### config.mk
export PLATFORM = sky130hd
export DESIGN_NAME = snd_mailbox
export DESIGN_NICKNAME = d
export VERILOG_FILES = /design/src/rtl/snd_pkg.sv /design/src/rtl/snd_mailbox_mem.sv /design/src/rtl/snd_mailbox.sv
export SDC_FILE = /design/constraint.sdc
export NUM_CORES = 1
export LEC_CHECK = 0
export ABC_AREA = 1
export CAP_MARGIN = 10
export CORE_ASPECT_RATIO = 0.75
export CORE_MARGIN = 8
export CORE_UTILIZATION = 55
export DETAILED_ROUTE_END_ITERATION = 12
export PLACE_DENSITY = 0.82
export RECOVER_POWER = 25
export SYNTH_ARGS = -nofsm -noshare
export SYNTH_HDL_FRONTEND = slang
export SYNTH_SLANG_ARGS = --single-unit
### constraint.sdc
create_clock -name clk_sys -period 2.2 [get_ports clk_sys]
set_clock_uncertainty 0.1 [all_clocks]
set_input_delay 0.33 -clock clk_sys [delete_from_list [all_inputs] [get_ports clk_sys]]
set_output_delay 0.33 -clock clk_sys [all_outputs]
set_load 0.05 [all_outputs]
### src/rtl/snd_pkg.sv
// Shared constants and parameter checks for the main-to-sound command mailbox.
// Latency: none (package). Backpressure: none (package).
package snd_pkg;

  localparam int OVF_DROP_NEW = 0;
  localparam int OVF_DROP_OLD = 1;

  // A legal depth is a power of two from 1 to 64.
  function automatic bit depth_ok(input int d);
    return (d >= 1) && (d <= 64) && ((d & (d - 1)) == 0);
  endfunction

endpackage

### src/rtl/snd_mailbox_mem.sv
// Mailbox storage: dual-port array with a registered head-of-queue output.
// Latency: rd_data loads 1 cycle after rd_load. Backpressure: none, it writes whenever wr_en is high.
module snd_mailbox_mem #(
  parameter int DATA_W = 8,
  parameter int DEPTH  = 4,
  parameter int AW     = 2
) (
  input  logic              clk_sys,
  input  logic              reset_n,
  input  logic              wr_en,
  input  logic [AW-1:0]     wr_addr,
  input  logic [DATA_W-1:0] wr_data,
  input  logic [AW-1:0]     rd_addr,
  input  logic              rd_load,
  output logic [DATA_W-1:0] rd_data
);

  logic [DATA_W-1:0] mem [DEPTH];
  logic [DATA_W-1:0] head;

  always_ff @(posedge clk_sys) begin
    if (wr_en) mem[wr_addr] <= wr_data;
  end

  // The entry being written this cycle may already be the next head.
  assign head = (wr_en && (wr_addr == rd_addr)) ? wr_data : mem[rd_addr];

  always_ff @(posedge clk_sys or negedge reset_n) begin
    if (!reset_n)     rd_data <= '0;
    else if (rd_load) rd_data <= head;
  end

endmodule

### src/rtl/snd_mailbox.sv
// Main-to-sound command FIFO with NMI request, overflow flag and level readback.
// Latency: 1 cycle from push/pop to all outputs. Backpressure: none; a full FIFO drops new or oldest per OVERWRITE.
module snd_mailbox
  import snd_pkg::*;
#(
  parameter int DATA_W    = 8,
  parameter int DEPTH     = 4,
  parameter int OVERWRITE = 0,
  parameter int REARM     = 1
) (
  input  logic                     clk_sys,
  input  logic                     reset_n,
  input  logic                     wr_en,
  input  logic [DATA_W-1:0]        wr_data,
  input  logic                     rd_en,
  output logic [DATA_W-1:0]        rd_data,
  output logic                     empty,
  output logic                     full,
  output logic [$clog2(DEPTH):0]   level,
  output logic                     nmi,
  input  logic                     int_ack,
  output logic                     overflow,
  input  logic                     ovf_clr
);

  localparam int LW     = $clog2(DEPTH) + 1;
  localparam int AW     = (DEPTH > 1) ? $clog2(DEPTH) : 1;
  localparam bit OW_OLD = (OVERWRITE == OVF_DROP_OLD);

  if (!depth_ok(DEPTH)) begin : g_bad_depth
    $error("snd_mailbox: DEPTH must be a power of two in 1..64");
  end

  function automatic logic [AW-1:0] ptr_inc(input logic [AW-1:0] p);
    return (p == AW'(DEPTH - 1)) ? '0 : p + AW'(1);
  endfunction

  logic [AW-1:0] wptr, rptr, wptr_nxt, rptr_nxt;
  logic [LW-1:0] count_nxt;
  logic          pop_ok, full_hit, do_write, adv_r;
  logic          nmi_nxt, ovf_nxt;

  always_comb begin
    pop_ok   = rd_en && !empty;
    // Push against a full FIFO with no pop to make room.
    full_hit = wr_en && full && !pop_ok;
    do_write = wr_en && !(full_hit && !OW_OLD);
    adv_r    = pop_ok || (full_hit && OW_OLD);

    count_nxt = level;
    if (do_write && !full_hit && !pop_ok)  count_nxt = level + LW'(1);
    else if (pop_ok && !do_write)          count_nxt = level - LW'(1);

    wptr_nxt = do_write ? ptr_inc(wptr) : wptr;
    rptr_nxt = adv_r    ? ptr_inc(rptr) : rptr;

    nmi_nxt = nmi;
    if (do_write || ((REARM != 0) && pop_ok && (count_nxt != '0))) nmi_nxt = 1'b1;
    else if (int_ack)                                            nmi_nxt = 1'b0;

    ovf_nxt = overflow;
    if (full_hit)     ovf_nxt = 1'b1;
    else if (ovf_clr) ovf_nxt = 1'b0;
  end

  always_ff @(posedge clk_sys or negedge reset_n) begin
    if (!reset_n) begin
      wptr     <= '0;
      rptr     <= '0;
      level    <= '0;
      empty    <= 1'b1;
      full     <= 1'b0;
      nmi      <= 1'b0;
      overflow <= 1'b0;
    end else begin
      wptr     <= wptr_nxt;
      rptr     <= rptr_nxt;
      level    <= count_nxt;
      empty    <= (count_nxt == '0);
      full     <= (count_nxt == LW'(DEPTH));
      nmi      <= nmi_nxt;
      overflow <= ovf_nxt;
    end
  end

  snd_mailbox_mem #(
    .DATA_W (DATA_W),
    .DEPTH  (DEPTH),
    .AW     (AW)
  ) u_mem (
    .clk_sys (clk_sys),
    .reset_n (reset_n),
    .wr_en   (do_write),
    .wr_addr (wptr),
    .wr_data (wr_data),
    .rd_addr (rptr_nxt),
    .rd_load (count_nxt != '0),
    .rd_data (rd_data)
  );

endmodule

==> flow_summary.yaml <==
timing:
  worstMarginPinSlew_ns: 1.08
  slew_violations: 0
  setup_viol: 0
  min_period_over_period_pct: 92.1
  slew_headroom_pct: 28.0
  fmax_ghz: 0.493
  fin_tns_setup_ns: 0
  fin_crit_ns: 2.03
  hold_viol: 0
  rsz0062_at_grt: "no"
routing:
  drc_errors: 0
  highest_layer: "met4"
  vias: 1932
  ant_nets: 0
  dr_wl_met2_um: 2600
  wirelength_um: 5790
  met3WireLength_um: 598
  wl_met1_um: 2480
  drt-initial-drc-count: 187
  wl_per_cell_um: 16.5
  viasPerCell: 5.50
  firstDrtPassIters: 6
global_route:
  track_usage_pct: 17.9
  grt_pass1_vias: 1899
  grt_antenna_before_repair: 0
  grt_pass1_wl_um: 9350
  gr-total-overflow: 0
  grt_max_degree: 20
setup_path:
  end_kind: "primary output"
  required_ns: 1.77
  critPathMaxFanout: 5
  critical_path_class: "reg2out"
  path_buf_inv: 1
  worstSetupStartpointType: "flip-flop"
  crit_family: "buffers and inverters"
  worstPathArrival_ns: 1.60
  crit_path_max_incr_delay_ns: 0.84
  slowest_stage: "clkdlybuf4s50_1"
  path_cells: "clkdlybuf4s50_1"
floorplanning:
  die_y_um: 74.0
  placementRows: 21
  die_x_um: 93.4
  coreArea_um2: 4390
  fp.dieArea_um2: 6910
  start_util_pct: 56.3
  ios: 29
synthesis:
  synthTopCellsByArea: "edfxtp_1 39%, dfrtp_1 18%, nand3_1 11%"
  yosysMostFrequentCell: "nand2_1"
  ys_top_cells_by_count: "67 x nand2_1, 54 x nand3_1, 32 x edfxtp_1, 28 x inv_1, 18 x dfrtp_1"
  synthFlopType: "edfxtp_1"
  syn_nets: 267
  yosysUniqueCellTypes: 24
  ys_seq_area_share_pct: 58.2
  yosysTopAreaCellShare_pct: 38.9
  synth_top_cell_by_area: "edfxtp_1"
  synth_seq_cells: 51
  syn_inst: 246
  synth.avg_cell_area_um2: 10.0
  synth_edf_count: 32
  synthArstFlopShare_pct: 37.3
  synth_area_um2: 2470
  synth_warnings: 0
outcome:
  status: "completed"
min_path:
  holdCritPathClass: "reg2reg"
placement:
  place.gp.congestion: 0.881
  dpl.cell_count: 343
  portBuffers: 28
  place_hpwl_um: 4330
layout:
  drive_above_1_share_pct: 15.6
  instances_no_fill: 351
  area_growth_pct: 23.0
  final_util_pct: 69.2
  antenna_cells: 0
  layout.nets: 314
clock_tree:
  cts.sink_count: 51
  cts_buffers: 5
  cts_hold_buf: 0
  cts_buffer_depth: 2
  cts_resized: 0
  clkSlewWorstSetupHoldPaths_ns: 0.09
  cts_htree_levels: 2
  post_cts_buffers: 0
  cts_tree: "done"
  clk_latency_ns: 0.31
  cts_root_buf: "clkbuf_8"
pwr:
  powerDensity_nw_per_um2: 1550
  p_seq_share_pct: 31.9
  p_clk_share_pct: 16.0
  p_switching_mw: 2.12
  peakVddDrop_mv: 0.815
  p_sw_share_pct: 45.1
  p_leak_nw: 1.36
  power_mw: 4.71
  p_comb_share_pct: 52.1
  p_int_mw: 2.58
run:
  max-cap-violations: 0
-- area by class of cell --
cell class	count	area, um2
well taps	57	71.3
clock inverters	2	60.1
flip-flops and latches	51	1440
multi-input cells	161	902
fillers	320	1350
repair buffers	40	364
clock buffers	6	72.6
inverters	34	130
-- cell usage in the layout, fill, tap and decap left out --
cell,netlist,routed
inv_4,1,1
dfrtp_1,18,18
clkbuf_8,0,5
inv_2,4,4
clkdlybuf4s50_1,0,23
nand2_8,1,1
ha_1,7,7
nor2_8,2,2
clkbuf_1,0,2
nand3_4,2,2
clkinv_1,1,1
dlygate4sd3_1,0,4
bufinv_16,0,2
nand2_1,67,67
o32ai_1,1,1
o21ai_2,2,2
o21ai_0,2,2
nor2_1,6,6
nand3_1,54,54
nor2_2,1,1
nor3_1,1,1
a21oi_2,1,1
nand2_2,6,6
a21oi_1,1,1
xnor2_1,1,1
edfxtp_1,32,32
dfstp_2,1,1
buf_4,0,12
nand2_4,6,6
inv_1,28,28
-- logic make-up (layout without fill, tap and decap cells) --
group	after synthesis	count (layout)	share of synthesized area, %
AO/OA/AOI/OAI	7	7	2.03
XOR/XNOR	1	1	0.355
adder cells (fa/ha/maj)	7	7	3.55
buffers and inverters	34	82	5.27
flip-flops	51	51	58.2
AND/OR/NAND/NOR	146	146	30.6
-- metal layers --
layer  track usage [%]  vias up
met2              27.8      107
met3              5.04       13
li1                  -      905
met5                 0        -
met1              23.2      907
met4              6.94        0
-- worst paths after layout --
check | depth (start not counted) | end | start | slack, ns
setup / recovery | 1 | level[2] | level[2] | 0.17
hold / removal | 2 | u_mem.rd_data[1] | u_mem.rd_data[1] | 0.38
setup reg to reg | 11 | u_mem.rd_data[7] | rptr[0] | 0.34
hold reg to reg | 2 | u_mem.rd_data[1] | u_mem.rd_data[1] | 0.38
max in group asynchronous | 2 | u_mem.rd_data[5] | reset_n | 0.72
min in group asynchronous | 2 | u_mem.rd_data[1] | reset_n | 0.63
-- flip-flops by register name, summed over array words and instances, names as in the netlist --
register	count
empty	1
full	1
level	3
nmi	1
overflow	1
rptr	2
u_mem.mem	32
u_mem.rd_data	8
wptr	2
-- power by group through the flow --
stage	logic, mW	registers (mW)	clock network [mW]
floorplan	1.25	1.91	0
global placement	2.37	1.51	0
detailed placement	2.42	1.52	0
CTS	2.44	1.50	0.755
global route	2.67	1.53	0.790
finish	2.45	1.50	0.755
-- stage by stage --
| stage | setup slack (ns) | hold WS, ns | instance area (um2) |
|---|---|---|---|
| floorplan | 0.302 | -0.0656 | 2470 |
| global route | 0.137 | 0.416 | 3040 |
| finish | 0.173 | 0.385 | 3040 |
| CTS | 0.167 | 0.273 | 3040 |
| detailed placement | 0.0857 | 0.365 | 2910 |
| global placement | 0.0955 | 0.367 | 2910 |
Note: power is estimated with default switching activity, not from simulation.
